==> src/rtl/branch_unit_if.sv <==
// Control-path bundle between the control unit and branch_unit.
// master: control side (drives decoded strobes and ALU flags, observes PC/status).
// slave : branch_unit (consumes strobes, drives PC, flags, branch and status).
interface branch_unit_if #(
  parameter int unsigned ADDR_W = 8
);
  logic              pc_en_i;
  logic              flags_we_i;
  logic              alu_z_i;
  logic              alu_c_i;
  logic              alu_n_i;
  logic              alu_v_i;
  logic [3:0]        cond_i;
  logic              ctrl_jmp_i;
  logic              ctrl_call_i;
  logic              ctrl_ret_i;
  logic [ADDR_W-1:0] target_i;
  logic [ADDR_W-1:0] pc_o;
  logic [3:0]        flags_o;
  logic              branch_o;
  logic              stack_full_o;
  logic              stack_empty_o;
  logic              fault_o;

  modport master (
    output pc_en_i, flags_we_i, alu_z_i, alu_c_i, alu_n_i, alu_v_i,
           cond_i, ctrl_jmp_i, ctrl_call_i, ctrl_ret_i, target_i,
    input  pc_o, flags_o, branch_o, stack_full_o, stack_empty_o, fault_o
  );

  modport slave (
    input  pc_en_i, flags_we_i, alu_z_i, alu_c_i, alu_n_i, alu_v_i,
           cond_i, ctrl_jmp_i, ctrl_call_i, ctrl_ret_i, target_i,
    output pc_o, flags_o, branch_o, stack_full_o, stack_empty_o, fault_o
  );
endinterface

==> src/rtl/branch_unit.sv <==
// Branch/sequencing unit: owns the program counter, the {V,N,C,Z} flag
// register and a return-address stack; executes JMP/Jcc, CALL and RET.
// Ports:
//   clk_i  - system clock, rising edge
//   rst_i  - asynchronous active-high reset
//   bus    - branch_unit_if.slave: strobes, ALU flags, condition, target in;
//            pc_o, flags_o, branch_o (combinational), stack status, fault_o out
module branch_unit #(
  parameter int unsigned     ADDR_W      = 8,
  parameter int unsigned     STACK_DEPTH = 4,
  parameter logic [ADDR_W-1:0] RESET_PC  = '0
) (
  input  logic           clk_i,
  input  logic           rst_i,
  branch_unit_if.slave   bus
);

  localparam int unsigned IDX_W = $clog2(STACK_DEPTH);
  localparam int unsigned PTR_W = IDX_W + 1;

  logic [ADDR_W-1:0] pc_q, pc_d, pc_inc;
  logic [3:0]        flags_q;
  logic [PTR_W-1:0]  sp_q, sp_d;
  logic              fault_q, fault_set;
  logic              push, branch;
  logic              stack_full, stack_empty;
  logic              cond_true, multi_strobe;
  logic [IDX_W-1:0]  top_idx, push_idx;
  logic [ADDR_W-1:0] stack_q [STACK_DEPTH];

  assign pc_inc      = pc_q + ADDR_W'(1);
  assign stack_full  = (sp_q == PTR_W'(STACK_DEPTH));
  assign stack_empty = (sp_q == '0);
  assign top_idx     = IDX_W'(sp_q - PTR_W'(1));
  assign push_idx    = IDX_W'(sp_q);

  assign multi_strobe = (bus.ctrl_jmp_i  & bus.ctrl_call_i) |
                        (bus.ctrl_jmp_i  & bus.ctrl_ret_i)  |
                        (bus.ctrl_call_i & bus.ctrl_ret_i);

  // Condition evaluation on the registered flags (bit0 Z, bit1 C, bit2 N, bit3 V)
  always_comb begin
    cond_true = 1'b0;
    unique case (bus.cond_i)
      4'b0001: cond_true = 1'b1;
      4'b0010: cond_true = flags_q[0];
      4'b0011: cond_true = ~flags_q[0];
      4'b0100: cond_true = flags_q[1];
      4'b0101: cond_true = ~flags_q[1];
      4'b0110: cond_true = flags_q[2];
      4'b0111: cond_true = ~flags_q[2];
      4'b1000: cond_true = flags_q[3];
      4'b1001: cond_true = ~flags_q[3];
      4'b1010: cond_true = flags_q[2] ^ flags_q[3];
      4'b1011: cond_true = ~(flags_q[2] ^ flags_q[3]);
      4'b1100: cond_true = flags_q[1] | flags_q[0];
      4'b1101: cond_true = ~(flags_q[1] | flags_q[0]);
      default: cond_true = 1'b0;
    endcase
  end

  // Next-PC / stack / fault selection in priority order
  always_comb begin
    pc_d      = pc_q;
    sp_d      = sp_q;
    push      = 1'b0;
    branch    = 1'b0;
    fault_set = 1'b0;
    if (bus.pc_en_i) begin
      pc_d = pc_inc;
      if (multi_strobe) begin
        fault_set = 1'b1;
      end else if (bus.ctrl_ret_i) begin
        if (!stack_empty) begin
          pc_d   = stack_q[top_idx];
          sp_d   = sp_q - PTR_W'(1);
          branch = 1'b1;
        end else begin
          fault_set = 1'b1;
        end
      end else if (bus.ctrl_call_i) begin
        if (!stack_full) begin
          pc_d   = bus.target_i;
          sp_d   = sp_q + PTR_W'(1);
          push   = 1'b1;
          branch = 1'b1;
        end else begin
          fault_set = 1'b1;
        end
      end else if (bus.ctrl_jmp_i && cond_true) begin
        pc_d   = bus.target_i;
        branch = 1'b1;
      end
    end
  end

  always_ff @(posedge clk_i or posedge rst_i) begin
    if (rst_i) begin
      pc_q    <= RESET_PC;
      sp_q    <= '0;
      fault_q <= 1'b0;
      flags_q <= '0;
    end else begin
      pc_q    <= pc_d;
      sp_q    <= sp_d;
      fault_q <= fault_q | fault_set;
      if (bus.flags_we_i)
        flags_q <= {bus.alu_v_i, bus.alu_n_i, bus.alu_c_i, bus.alu_z_i};
    end
  end

  // Stack storage has no reset; contents are meaningless while empty
  always_ff @(posedge clk_i) begin
    if (push)
      stack_q[push_idx] <= pc_inc;
  end

  assign bus.pc_o          = pc_q;
  assign bus.flags_o       = flags_q;
  assign bus.branch_o      = branch & ~rst_i;
  assign bus.stack_full_o  = stack_full;
  assign bus.stack_empty_o = stack_empty;
  assign bus.fault_o       = fault_q;

endmodule

==> src/flat_wrapper.sv <==
// flat-port wrapper written by rule: the top's interface ports become plain ports
module branch_unit_flat 
#(
  parameter int unsigned     ADDR_W      = 8,
  parameter int unsigned     STACK_DEPTH = 4,
  parameter logic [ADDR_W-1:0] RESET_PC  = '0
)
  (clk_i, rst_i, bus_pc_en_i, bus_flags_we_i, bus_alu_z_i, bus_alu_c_i, bus_alu_n_i, bus_alu_v_i, bus_cond_i, bus_ctrl_jmp_i, bus_ctrl_call_i, bus_ctrl_ret_i, bus_target_i, bus_pc_o, bus_flags_o, bus_branch_o, bus_stack_full_o, bus_stack_empty_o, bus_fault_o);
  branch_unit_if #(.ADDR_W(ADDR_W)) bus_i ();
  input  logic clk_i;
  input  logic rst_i;
  input wire logic [$bits(bus_i.pc_en_i)-1:0] bus_pc_en_i;
  input wire logic [$bits(bus_i.flags_we_i)-1:0] bus_flags_we_i;
  input wire logic [$bits(bus_i.alu_z_i)-1:0] bus_alu_z_i;
  input wire logic [$bits(bus_i.alu_c_i)-1:0] bus_alu_c_i;
  input wire logic [$bits(bus_i.alu_n_i)-1:0] bus_alu_n_i;
  input wire logic [$bits(bus_i.alu_v_i)-1:0] bus_alu_v_i;
  input wire logic [$bits(bus_i.cond_i)-1:0] bus_cond_i;
  input wire logic [$bits(bus_i.ctrl_jmp_i)-1:0] bus_ctrl_jmp_i;
  input wire logic [$bits(bus_i.ctrl_call_i)-1:0] bus_ctrl_call_i;
  input wire logic [$bits(bus_i.ctrl_ret_i)-1:0] bus_ctrl_ret_i;
  input wire logic [$bits(bus_i.target_i)-1:0] bus_target_i;
  output wire logic [$bits(bus_i.pc_o)-1:0] bus_pc_o;
  output wire logic [$bits(bus_i.flags_o)-1:0] bus_flags_o;
  output wire logic [$bits(bus_i.branch_o)-1:0] bus_branch_o;
  output wire logic [$bits(bus_i.stack_full_o)-1:0] bus_stack_full_o;
  output wire logic [$bits(bus_i.stack_empty_o)-1:0] bus_stack_empty_o;
  output wire logic [$bits(bus_i.fault_o)-1:0] bus_fault_o;
  assign bus_i.pc_en_i = bus_pc_en_i;
  assign bus_i.flags_we_i = bus_flags_we_i;
  assign bus_i.alu_z_i = bus_alu_z_i;
  assign bus_i.alu_c_i = bus_alu_c_i;
  assign bus_i.alu_n_i = bus_alu_n_i;
  assign bus_i.alu_v_i = bus_alu_v_i;
  assign bus_i.cond_i = bus_cond_i;
  assign bus_i.ctrl_jmp_i = bus_ctrl_jmp_i;
  assign bus_i.ctrl_call_i = bus_ctrl_call_i;
  assign bus_i.ctrl_ret_i = bus_ctrl_ret_i;
  assign bus_i.target_i = bus_target_i;
  assign bus_pc_o = bus_i.pc_o;
  assign bus_flags_o = bus_i.flags_o;
  assign bus_branch_o = bus_i.branch_o;
  assign bus_stack_full_o = bus_i.stack_full_o;
  assign bus_stack_empty_o = bus_i.stack_empty_o;
  assign bus_fault_o = bus_i.fault_o;
  branch_unit #(.ADDR_W(ADDR_W), .STACK_DEPTH(STACK_DEPTH), .RESET_PC(RESET_PC)) u_core (.clk_i(clk_i), .rst_i(rst_i), .bus(bus_i));
endmodule
==> config.mk <==
export PLATFORM = sky130hd
export DESIGN_NAME = branch_unit_flat
export DESIGN_NICKNAME = d
export VERILOG_FILES = /design/src/rtl/branch_unit_if.sv /design/src/rtl/branch_unit.sv /design/src/flat_wrapper.sv
export SDC_FILE = /design/constraint.sdc
export NUM_CORES = 1
export LEC_CHECK = 0
export CORE_UTILIZATION = 45
export DETAILED_ROUTE_END_ITERATION = 8
export GPL_TIMING_DRIVEN = 0
export PLACE_DENSITY = 0.75
export SLEW_MARGIN = 20
export SYNTH_ARGS = -nofsm -noshare
export SYNTH_HDL_FRONTEND = slang
export SYNTH_SLANG_ARGS = --single-unit
==> constraint.sdc <==
create_clock -name clk_i -period 3.9 [get_ports clk_i]
set_clock_uncertainty 0.2 [all_clocks]
set_input_delay 0.39 -clock clk_i [delete_from_list [all_inputs] [get_ports clk_i]]
set_output_delay 0.39 -clock clk_i [all_outputs]
set_load 0.05 [all_outputs]
; ---- Word-level counts from Yosys, hierarchy flattened
; Memories as Yosys holds them, arrays and structs flattened.
; Index checks and enable logic that the tools add are counted.
[classes]
bitwise_logic = 17
n_mux = 30
n_eq_ne = 16
add_sub_neg = 3
reduce_logical = 4
[ops]
columns = cell, count
row1 = 8-bit 2-to-1 mux, 6
row2 = "4-bit == test, second input constant", 6
row3 = 1-bit 2-to-1 mux, 19
row4 = "4-bit by 3-bit == test with 1-bit output, second input constant", 4
row5 = 1-bit one-hot mux with 13 select lines, 1
row6 = 3-bit 2-to-1 mux, 4
row7 = "8-bit by 1-bit adder with 8-bit output, second input constant", 1
row8 = "4-bit by 2-bit == test with 1-bit output, second input constant", 2
row9 = 1-bit inverter, 8
row10 = 5-bit AND reduction, 1
row11 = 1-bit bitwise AND, 4
row12 = "4-bit by 1-bit == test with 1-bit output, second input constant", 1
row13 = "2-bit != test, second input constant", 2
row14 = 1-bit bitwise OR, 4
row15 = "3-bit by 1-bit adder with 3-bit output, second input constant", 1
row16 = "3-bit == test, second input constant", 1
row17 = 3-bit logical NOT, 1
row18 = "3-bit by 1-bit subtractor with 3-bit output, second input constant", 1
row19 = 2-bit nonzero test, 1
row20 = 1-bit logical AND, 1
row21 = 1-bit bitwise XOR, 1
[totals]
word_cells = 75
in_bits = 23
register_bits = 16
mem_bits_rw = 32
mem_count = 1
output_inout_bits = 16
[mem_list]
columns = name, words, word_bits, read_ports, rd_clocked_by_memory_dff, wr, line_no
row1 = u_core.stack_q, 4, 8, 1, 0, 1, branch_unit.sv:29  ; logic [ADDR_W-1:0] stack_q [STACK_DEPTH];

; ---- Depth between registers and ports, before layout
; Gate-level depths: netlist (run 1).
[depth]
ltp_word = 10
ltp_mapped = 11

; ---- Least setup slack after synthesis (run 1)
; No wires, ideal clock.
[synth_timing]
kind = register -> output
start = reg u_core.sp_q[0]
end = out bus_branch_o
path_slack_ns = -0.008
required_time_ns = 3.310
stages_incl_launch_ff = 8
arrival_time_ns = 3.318
cell_sequence = dfrtp_1 -> buf_2 -> inv_1 -> ha_1 -> ha_1 -> nor3b_1 -> nor2_1 -> a211oi_1
[synth_between]
elab_chain_cells = 7
elab_cells_between_ends = 9
classes_between = eq/ne (1) / mux (6) / bitwise (1) / reduce/logical (1)
[synth_lines]
columns = item, line_no
row1 = start: declaration, branch_unit.sv:23  ; logic [PTR_W-1:0] sp_q, sp_d;
row2 = start signal: assignment, branch_unit.sv:105  ; sp_q <= sp_d;
row3 = 3-bit == test, branch_unit.sv:32  ; assign stack_full = (sp_q == PTR_W'(STACK_DEPTH));
row4 = named net bus_stack_full_o, flat_wrapper.sv:26  ; output wire logic [$bits(bus_i.stack_full_o)-1:0] bus_stack_full_o;
row5 = 1-bit 2-to-1 mux, branch_unit.sv:82  ; if (!stack_full) begin
row6 = 1-bit 2-to-1 mux, branch_unit.sv:81  ; end else if (bus.ctrl_call_i) begin
row7 = 1-bit 2-to-1 mux, branch_unit.sv:73  ; end else if (bus.ctrl_ret_i) begin
row8 = 1-bit 2-to-1 mux, branch_unit.sv:71  ; if (multi_strobe) begin
row9 = 1-bit 2-to-1 mux, branch_unit.sv:69  ; if (bus.pc_en_i) begin
row10 = 1-bit bitwise AND, branch_unit.sv:120  ; assign bus.branch_o = branch & ~rst_i;
row11 = end: declaration, flat_wrapper.sv:25  ; output wire logic [$bits(bus_i.branch_o)-1:0] bus_branch_o;
; The timed path passes the listed nets, and every way through them passes these cells.

; ---- Worst setup path in the final report (run 1)
[layout_timing]
start = reg u_core.sp_q[0]
end = out bus_branch_o
[layout_between]
elab_chain_cells = 7
elab_cells_between_ends = 9
classes_between = eq/ne (1) / mux (6) / bitwise (1) / reduce/logical (1)
[layout_lines]
columns = item, line_no
row1 = 3-bit == test, branch_unit.sv:32
row2 = 1-bit 2-to-1 mux, branch_unit.sv:82
row3 = 1-bit 2-to-1 mux, branch_unit.sv:81
row4 = 1-bit 2-to-1 mux (*), branch_unit.sv:73
row5 = 1-bit 2-to-1 mux (*), branch_unit.sv:71
row6 = 1-bit 2-to-1 mux (*), branch_unit.sv:69
row7 = 1-bit bitwise AND (*), branch_unit.sv:120
; Every way passes the cells marked *; elsewhere a longest branch is shown, timed or not.

==> impl_results.md, run 1 <==
* Status: finished, final reports clean
* Internal power at 1.24 mW
* Drt pass-1 iters at 4
* Synthesized instance count at 215
* Startpoint types: register
* DP Area at 0.00302 sq mm
* Hold Path Class: register to register
* Synth cell types at 51
* Die ar. at 0.00607 sq mm
* Final Util at 0.566
* Most frequent cells in the layout: clkdlybuf4s50_1 (32), edfxtp_1 (32), nand2_1 (18)
* Main area contributors after synthesis: edfxtp_1 (37%), dfrtp_1 (15%), mux4_2 (6.9%)
* Dpl ws at -0.291 ns
* Longest Clk Path Bufs at 2
* Crit-path max cell delay at 0.38 ns
* Peak VDD IR at 0.293 mV
* Syn nets at 245
* Worst Path Arrival at 2.94 ns
* Largest fanout on the critical path at 9
* Max cap viols at 0
* Crit Path Class: register to output port
* Pwr dens at 657 mW/mm^2
* Initial antenna violation count at 0
* Die height at 77.9 microns
* Leak pwr at 1.14 nW
* Psw at 818 uW
* Clock power frac at 0.175
* Layout cells sized above 1 at 0.137
* TritonCTS clock tree: done
* WP data required at 3.31 ns
* CP endpoint kind: output port
* Period utilization at 0.905
* DRC at 0
* Post-CTS Setup Repair Bufs at 0
* Grt ovf at 0
* WP buf/inv at 4
* Tot GR Track Use at 0.206
* Clock transition at path regs at 0.09 ns
* First-pass GRT wire length at 9250 microns
* Combinational Power Share at 0.454
* Cell total after placement at 320
* Port Buf Inserts at 33
* WL/cell at 17.5 microns
* Flop pwr share at 0.371
* Post-DP HPWL at 4020 microns
* Critical path's top delay family: buffers and inverters
* Initial core utilization at 0.468
* I/O pins at 39
* Final hold vios at 0
* Top_reg_cell synth: edfxtp_1
* WL final at 5730 microns
* Post-synth EDFFs at 32
* Clock Latency Late Sink at 0.31 ns
* CORE AREA at 0.00554 sq mm
* Tmin final at 3.53 ns
* Final WS setup at 0.371 ns
* Seq/Total Area, Yosys at 0.525
* Non-filler cells, final at 328
* Syn_area_per_cell at 12.1 sq um
* Crit-path cells: buf_2 -> inv_1 -> ha_1 -> ha_1 -> nor2b_1 -> buf_1 -> nor2_1 -> a211oi_2 -> clkbuf_2
* Row cnt at 27
* RSZ-0062 raised after global routing: false
* Final ANT Viol Nets at 0
* Number of fill cells in the layout at 468
* FFs w/ async S/R, synth at 0.333
* Final instance area at 0.00314 sq mm
* Critical-path top delay cell: dfrtp_1
* Num CTS Buffers at 5
* Via/cell ratio at 5.73
* Tightest Pin Transition at 0.640 ns
* Placer Congestion at 0.826
* CP Depth at 9
* Number of global-route vias before repair at 1,776
* Final setup vio count at 0
* Pwr Total at 2.06 mW
* Fin. max-slew vios at 0
* CTS sink cnt at 48
* Fmax at 0.283 GHz
* P&R area growth vs syn at 20.9%
* N_diodes at 0
* Min-Delay Path Depth at 1
* Initial drt markers at 165
* Largest net degree at the start of global routing at 17
* Via count at 1,881
* CTS H-tree depth at 2
* Sw frac at 0.397
* Chip width at 77.9 microns
* Reg2reg path depth at 8
* CP most frequent cell: ha_1
* Nets at 285
* Post-synth top area share at 0.370
* Mapped Area at 0.00259 sq mm
* Synth warn at 0
* Synth Register Bits at 48
* Root buf cell: clkbuf_8
* Slew HR at 0.573
* Area leader, netlist: edfxtp_1
## layer usage
layer | up-vias | track usage | part of all wire
met2 | 41 | 0.321 | 0.48
met5 | - | 0 | 0
li1 | 896 | - | -
met4 | 0 | 0.0667 | 0.016
met3 | 9 | 0.0424 | 0.044
met1 | 935 | 0.287 | 0.46
## registers in the layout, indices dropped and copies added, names as in the netlist
register            count
u_core.bus.fault_o      1
u_core.bus.flags_o      4
u_core.sp_q             3
u_core.stack_q         32
u_core.bus.pc_o         8
## cell families after synthesis
logic type / synth area share
buffers and inverters: 0.0434
AOI/OAI and AO/OA: 0.151
adders and majority gates: 0.0381
and+or+nand+nor: 0.110
DFF: 0.525
muxes: 0.0984
xor gates and xnor gates: 0.0337
## through the flow
stage	TNS, ns	hold WS [ns]
floorplan	0	0.104
global placement	-0.267	0.240
detailed placement	-0.291	0.254
CTS	0	0.275
global route	0	0.300
finish	0	0.268
## power by group through the flow
stage,Clock (mW),Sequential (mW),Combinational (mW)
final,0.361,0.764,0.936
after floorplan,0,0.896,0.543
after global placement,0,0.773,0.923
after CTS,0.366,0.764,0.943
after detailed placement,0,0.776,0.932
after global routing,0.389,0.776,1.02
## final cells by class
type / count / area [sq um] / area share
clock inverter: 3 / 42.5 / 0.0136
timing repair buffer: 33 / 325 / 0.104
inverter: 10 / 37.5 / 0.0120
sequential: 48 / 1360 / 0.434
clock buffer: 5 / 68.8 / 0.0219
tap: 72 / 90.1 / 0.0287
buffer: 13 / 75.1 / 0.0239
multi-input combinational: 144 / 1140 / 0.362
## worst paths after layout
check | from | to | slack (ns)
max in group asynchronous | rst_i | u_core.bus.pc_o[7] | 2.76
min in group asynchronous | rst_i | u_core.sp_q[1] | 0.33
min | u_core.bus.fault_o | u_core.bus.fault_o | 0.27
min reg2reg | u_core.bus.fault_o | u_core.bus.fault_o | 0.27
max | u_core.sp_q[0] | bus_branch_o | 0.37
max reg2reg | u_core.sp_q[0] | u_core.bus.pc_o[0] | 0.89
## synth_stat cells, types with 2 or more instances
cell type,n
buf_2,5
clkbuf_1,3
buf_6,2
xor2_1,6
nand2_1,18
edfxtp_1,32
nor2_1,12
a22oi_1,7
nand3_1,4
and3_1,5
o22ai_1,4
nand4_1,2
o211ai_1,3
mux4_2,8
a21o_1,2
inv_1,10
dfrtp_1,16
mux2i_1,3
a21oi_1,5
nor2b_1,3
mux2_2,4
nor3b_1,2
nand2b_1,2
xnor2_1,4
ha_1,7
and2_1,4
o21ai_0,8
o32a_1,6
o21ai_1,2
o221ai_1,2
a31oi_1,4
## repair_timing
item	4_1_cts	5_1_grt
gates resized for setup	3	2
pin swaps	0	0
setup endpoints to repair	1	1
hold buffers	0	0
endpoints found under the hold margin	0	0
(Power assumes the default switching activity.)
==> run 2: changes to the inputs <==
Settings changed: CORE_ASPECT_RATIO from default to 1.75, CORE_MARGIN from default to 4.
==> run 2 against run 1 <==
  * Sequential share of layout area shrank 0.19 points
  * Via count grew 1.1%
  * Power grew 0.37%
  * Largest power group unchanged
==> impl_results.md, run 2 (same netlist as run 1, synthesis figures left out) <==
* Tmin final at 3.63 ns
* WP data required at 3.31 ns
* Final setup vio count at 0
* WL/cell at 17.5 microns
* Die height at 108 microns
* R2r setup slk at 1.04 ns
* Final hold vios at 0
* Layout cells sized above 1 at 0.137
* Chip width at 65.4 microns
* Pwr dens at 656 mW/mm^2
* Largest net degree at the start of global routing at 17
* Clock Latency Late Sink at 0.30 ns
* Root buf cell: clkbuf_8
* Tightest Pin Transition at 0.650 ns
* Initial core utilization at 0.465
* Worst Setup SP: u_core.sp_q[0]
* Hold_buf cts at 0
* Tot GR Track Use at 0.173
* CP endpoint kind: output port
* Fin. max-slew vios at 0
* Peak VDD IR at 0.220 mV
* Initial antenna violation count at 0
* Clock transition at path regs at 0.10 ns
* Biggest register: u_core.stack_q
* Hold path start: u_core.bus.fault_o
* P&R area growth vs syn at 21.5%
* Area of the multi-input gates at 0.00114 sq mm
* N_diodes at 0
* Status: finished, final reports clean
* Number of fill cells in the layout at 476
* WL final at 5800 microns
* Num CTS Buffers at 5
* Post-CTS Setup Repair Bufs at 0
* Via/cell ratio at 5.73
* Final instance area at 0.00315 sq mm
* Die ar. at 0.00709 sq mm
* Most frequent cells in the layout: clkdlybuf4s50_1 (32), edfxtp_1 (32), nand2_1 (18)
* Leak pwr at 1.14 nW
* First-pass GRT wire length at 9400 microns
* Via count at 1,902
* Max FFs per register at 32
* Final Util at 0.564
* Placer Congestion at 0.929
* DP Area at 0.00303 sq mm
* I/O pins at 39
* Initial drt markers at 76
* RSZ-0062 raised after global routing: false
* CTS H-tree depth at 2
* DRC at 0
* Hold Path Class: register to register
* Startpoint types: register
* Crit Path Class: register to output port
* Post-DP HPWL at 4460 microns
* Worst Path Arrival at 3.04 ns
* Number of global-route vias before repair at 1,952
* Period utilization at 0.931
* Slew HR at 0.566
* CORE AREA at 0.00559 sq mm
* TritonCTS clock tree: done
* Port Buf Inserts at 33
* CTS sink cnt at 48
* Max cap viols at 0
* Row cnt at 36
* Grt ovf at 0
* Longest Clk Path Bufs at 2
* Final ANT Viol Nets at 0
* Register Area at 0.00136 sq mm
* Nets at 285
* Fmax at 0.275 GHz
* Largest fanout on the critical path at 9
* FF-to-FF Start: u_core.sp_q[0]
* Drt pass-1 iters at 4
* CTS resizes at 3
[run 2: per-stage QoR]
stage	setup TNS (ns)	worst slack (ns)	hold slack, ns	instances	total power [mW]
floorplan	0	0.455	0.104	215	1.44
global placement	-0.158	-0.158	0.248	324	1.69
detailed placement	-0.175	-0.175	0.266	324	1.71
CTS	0	0.204	0.291	332	2.08
global route	0	0.00168	0.301	332	2.19
finish	0	0.268	0.297	332	2.07
[run 2: cell type report]
type / instances / area share
Clock inverter: 3 / 0.0151
Buffer: 13 / 0.0238
Tap cell: 76 / 0.0302
Multi-Input combinational cell: 144 / 0.361
Timing Repair Buffer: 33 / 0.104
Sequential cell: 48 / 0.432
Clock buffer: 5 / 0.0218
Inverter: 10 / 0.0119
[run 2: report_power, final]
part	switching [mW]	total, mW	internal (mW)
logic	0.562	0.938	0.376
registers	0.0907	0.767	0.676
clock network	0.171	0.364	0.193
[run 2: metal layers]
metal	share of wire	track usage	wire length, microns
met3	0.034	0.0208	196
met2	0.53	0.310	3090
met4	0.042	0.116	241
met5	0	0	0
met1	0.39	0.187	2280
[run 2: worst max-delay path, cell delays in order, from the launching register on]
cell	delay (ns)
dfrtp_1	0.38
buf_2	0.30
inv_1	0.14
ha_1	0.25
ha_1	0.25
nor2b_1	0.13
buf_1	0.37
nor2_1	0.15
a211oi_2	0.23
dlygate4sd2_1	0.55
[run 2: path summary, 6_finish.rpt]
| check | endpoint | cells past startpoint |
|---|---|---|
| max | bus_branch_o | 9 |
| min | u_core.bus.fault_o | 1 |
| max reg2reg | u_core.bus.pc_o[1] | 8 |
| min reg2reg | u_core.bus.fault_o | 1 |
| max in group asynchronous | u_core.sp_q[0] | 2 |
| min in group asynchronous | u_core.sp_q[1] | 2 |
==> run 3: changes to the inputs <==
Settings changed: SETUP_SLACK_MARGIN from default to 0.4.
==> run 3 against run 2 <==
  * Cell count rose by 0.30%
  * Utilization increased by 0.25 points
  * Worst hold slack worse by 0.0020 ns
  * Count of clock-buffer cells in the layout stayed put
==> impl_results.md, run 3 (same netlist as run 1, synthesis figures left out) <==
* Final ANT Viol Nets at 0
* Clock power frac at 0.175
* CP endpoint kind: output port
* Final WS setup at 0.702 ns
* Crit Path Class: register to output port
* Placer Congestion at 0.929
* Final hold vios at 0
* Tmin final at 3.20 ns
* Internal power at 1.25 mW
* Num CTS Buffers at 5
* WL final at 5800 microns
* Pwr dens at 655 mW/mm^2
* Root buf cell: clkbuf_8
* Number of fill cells in the layout at 471
* Post-DP HPWL at 4460 microns
* Combinational Power Share at 0.455
* Fmax at 0.313 GHz
* Register Area at 0.00136 sq mm
* Die height at 108 microns
* CORE AREA at 0.00559 sq mm
* Area of the multi-input gates at 0.00114 sq mm
* Number of global-route vias before repair at 1,952
* Non-filler cells, final at 333
* I/O pins at 39
* Psw at 820 uW
* Period utilization at 0.820
* Most frequent cells in the layout: clkdlybuf4s50_1 (32), edfxtp_1 (32), nand2_1 (18)
* Fin. max-slew vios at 0
* Final setup vio count at 0
* Pwr Total at 2.07 mW
* N_diodes at 0
* DRC at 0
* Port Buf Inserts at 33
* Row cnt at 36
* Tot GR Track Use at 0.173
* Longest Clk Path Bufs at 2
* Die ar. at 0.00709 sq mm
* Leak pwr at 1.15 nW
* Clock Latency Late Sink at 0.30 ns
* Worst Path Arrival at 2.61 ns
* Cell total after placement at 324
* TritonCTS clock tree: done
* Largest net degree at the start of global routing at 17
* Via/cell ratio at 5.74
* RSZ-0062 raised after global routing: false
* CTS H-tree depth at 2
* Largest fanout on the critical path at 9
* Biggest register: u_core.stack_q
* Flop pwr share at 0.370
* CTS sink cnt at 48
* Chip width at 65.4 microns
* Peak VDD IR at 0.225 mV
* Max FFs per register at 32
* Tightest Pin Transition at 0.647 ns
* WP data required at 3.31 ns
* Initial drt markers at 102
* Sw frac at 0.396
* Initial antenna violation count at 0
* Via count at 1,912
* Slew HR at 0.568
* Grt ovf at 0
* Dpl ws at -0.175 ns
* Hold_buf cts at 0
* Clock transition at path regs at 0.10 ns
* Status: finished, final reports clean
* Startpoint types: register
* WL/cell at 17.4 microns
* Hold Path Class: register to register
* Layout cells sized above 1 at 0.148
* Max cap viols at 0
* Final instance area at 0.00317 sq mm
* P&R area growth vs syn at 22.0%
* DP Area at 0.00303 sq mm
* Initial core utilization at 0.465
* First-pass GRT wire length at 9400 microns
* Drt pass-1 iters at 4
* Nets at 286
run 3: cell count changes in the layout (fill, tap and decap cells not counted):
cell | before | now
clkdlybuf4s15_2 | 0 | 1
dlygate4sd2_1 | 1 | 0
buf_4 | 1 | 2
buf_1 | 1 | 0
clkbuf_4 | 0 | 1
run 3: final timing paths:
| kind | from | to | cells past startpoint | slack [ns] |
|---|---|---|---|---|
| worst max-delay path | u_core.sp_q[0] | bus_branch_o | 9 | 0.70 |
| worst min-delay path | u_core.bus.fault_o | u_core.bus.fault_o | 1 | 0.29 |
| worst max register to register | u_core.sp_q[0] | u_core.bus.pc_o[1] | 8 | 1.12 |
| worst min register to register | u_core.bus.fault_o | u_core.bus.fault_o | 1 | 0.29 |
| max in group asynchronous | rst_i | u_core.sp_q[0] | 2 | 2.77 |
| min in group asynchronous | rst_i | u_core.sp_q[1] | 2 | 0.31 |
run 3: critical path, stage by stage, from the launching register on:
cell and delay, ns:
dfrtp_1 0.38, clkbuf_4 0.26, inv_1 0.12, ha_1 0.24, ha_1 0.25, nor2b_1 0.12
buf_2 0.22, nor2_1 0.11, a211oi_2 0.22, clkdlybuf4s15_2 0.39
run 3: power groups by stage:
stage	logic, mW	clock network [mW]	registers (mW)
6_report	0.942	0.363	0.767
3_3_place_gp	0.919	0	0.773
2_1_floorplan	0.543	0	0.896
4_1_cts	0.941	0.375	0.765
5_1_grt	1.02	0.395	0.776
3_5_place_dp	0.933	0	0.776
run 3: timing repair:
action                                  4_1_cts  5_1_grt
buffers inserted                              0        1
gates resized for setup                       6        1
pin swaps                                     0        1
endpoints found under the setup margin        1        1
run 3: area by class of cell:
cell class                 instances  share of cell area
inverter                          10              0.0119
tap                               76              0.0300
clock inverter                     3              0.0150
clock buffer                       5              0.0217
sequential                        48               0.430
multi-input combinational        144               0.359
buffer                            13              0.0249
timing repair buffer              34               0.107
run 3: per-stage QoR:
step                hold slack (ns)  TNS [ns]  utilization
CTS                           0.291         0        0.565
global placement              0.248    -0.158        0.542
detailed placement            0.266    -0.175        0.542
floorplan                     0.104         0            -
global route                  0.301         0        0.567
finish                        0.295         0        0.567
run 3: layer usage:
metal | part of all wire | GRT usage
met4 | 0.045 | 0.116
met1 | 0.38 | 0.187
met2 | 0.53 | 0.310
met3 | 0.045 | 0.0208
met5 | 0 | 0
==> RTL change (settings of run 1) <==
`STACK_DEPTH` is set to 4 in 2 places; all go to 2.
--- a/src/rtl/branch_unit.sv
+++ b/src/rtl/branch_unit.sv
@@ -7,7 +7,7 @@
 //            pc_o, flags_o, branch_o (combinational), stack status, fault_o out
 module branch_unit #(
   parameter int unsigned     ADDR_W      = 8,
-  parameter int unsigned     STACK_DEPTH = 4,
+  parameter int unsigned     STACK_DEPTH = 2,
   parameter logic [ADDR_W-1:0] RESET_PC  = '0
 ) (
   input  logic           clk_i,
--- a/src/flat_wrapper.sv
+++ b/src/flat_wrapper.sv
@@ -2,7 +2,7 @@
 module branch_unit_flat 
 #(
   parameter int unsigned     ADDR_W      = 8,
-  parameter int unsigned     STACK_DEPTH = 4,
+  parameter int unsigned     STACK_DEPTH = 2,
   parameter logic [ADDR_W-1:0] RESET_PC  = '0
 )
   (clk_i, rst_i, bus_pc_en_i, bus_flags_we_i, bus_alu_z_i, bus_alu_c_i, bus_alu_n_i, bus_alu_v_i, bus_cond_i, bus_ctrl_jmp_i, bus_ctrl_call_i, bus_ctrl_ret_i, bus_target_i, bus_pc_o, bus_flags_o, bus_branch_o, bus_stack_full_o, bus_stack_empty_o, bus_fault_o);
Formal check against the unedited RTL: not equivalent (a bounded check fails within 4 cycles, from zero or initial values and one cycle with rst_i high).
==> RTL change against run 1 <==
  * Wire length shrank 29%
  * Setup slack worse by 0.082 ns
  * Area after synthesis shrank 29%
  * Sequential cell count down 17
  * Cell area fell by 25%
  * First-iteration DRC count is 42% lower
  * Clock power shrank 34%
  * Power decreased by 29%
  * Critical endpoint unchanged
==> RTL change: results (changes against run 1) <==
GRT met1 Usage: 29.0% (+0.29 points)
Clock transition at path regs: 0.06 ns (-0.03 ns)
P_sw: 0.641 mW (-22%)
DRT iter0 DRCs: 96 (-42%)
Slew margin rel.: 58.5% (+1.2 points)
Max VDD drop: 0.456 mV (+55%)
Setup WS pre-CTS: 0.296 ns (+0.587 ns)
Number of vias per cell: 5.53 (-3.6%)
Final std cells w/o fill: 272 (-17%)
EDFF count, synth: 16 (-50%)
WHS: 0.298 ns (+0.0300 ns)
Dpl hpwl: 3120 um (-22%)
Ratio of cells with drive above 1 in the final layout: 10.7% (-3.0 points)
Dpl cells: 264 (-18%)
Setup slack, reg-to-reg: 1.37 ns (+0.48 ns)
Post-synth ARST share: 48.4% (+15 points)
Crit Path Max Fanout: 8 (-1)
Total Nets Final: 249 (-13%)
Met3 usage: 3.62% (-0.61 points)
RR Endpoint: u_core.bus.pc_o[5]
Synth top area cells: edfxtp_1 (26%), dfrtp_1 (20%), nor2_1 (4.5%), mux2i_1 (4.4%), xnor2_1 (2.9%)
Crit-path leading delay family: buffers and inverters
Critical Path Start: bus_cond_i[2]
Time the worst path needs with I/O delays and setup: 3.61 ns (+0.0821 ns)
Crit-path max cell delay: 0.85 ns (+0.47 ns)
Slowest CP cell: clkdlybuf4s50_1
Vias in the first global route: 1382 (-22%)
Number of flip-flops in the largest register: 16 (-50%)
Buffers added on ports: 37 (+12%)
Clock Power Share: 16.2% (-1.3 points)
Crit path DAT: 3.02 ns (+0.08 ns)
WL per Instance: 15.0 um (-14%)
GRT met2 Usage: 32.3% (+0.15 points)
GRT Resource Usage Total: 20.9% (+0.33 points)
WL met2: 1930 um (-30%)
Top cells by count, synth: nor2_1 (22), edfxtp_1 (16), dfrtp_1 (15)
Largest net degree at the start of global routing: 16 (-1)
Clock Latency Late Sink: 0.28 ns (-0.03 ns)
Status: completed
P_comb: 0.724 mW (-23%)
GPL Wtd Cong: 0.815 (-1.3%)
[RTL change: cell types whose count changed after synthesis, sizes merged, moves of 5 or more]
cell    before  now
edfxtp      32   16
nand2       18   10
mux2i        3    8
o32a         6    0
buf          9    3
nor2        13   22
nor3         0    8
nand3        4    9
a22oi        7    0
mux4         8    0
[RTL change: logic make-up (layout without fill, tap and decap cells)]
kind of cell	after synthesis	after routing	share of synthesized area, %
XOR/XNOR	11	11	5.25
AND/OR/NAND/NOR	63	63	17.3
multiplexers	12	12	6.82
buffers and inverters	13	58	2.86
AO/OA/AOI/OAI	45	45	18.6
flip-flops	31	31	46.7
adder cells (fa/ha/maj)	4	4	2.59
[RTL change: final cells by class]
cell class | instances | area [um^2]
Clock buffer | 5 | 68.8
Sequential cell | 31 | 856
Tap cell | 48 | 60.1
Buffer | 5 | 22.5
Timing Repair Buffer | 37 | 370
Fill cell | 324 | 1420
Inverter | 8 | 30.0
Multi-Input combinational cell | 135 | 926
Clock inverter | 3 | 15.0
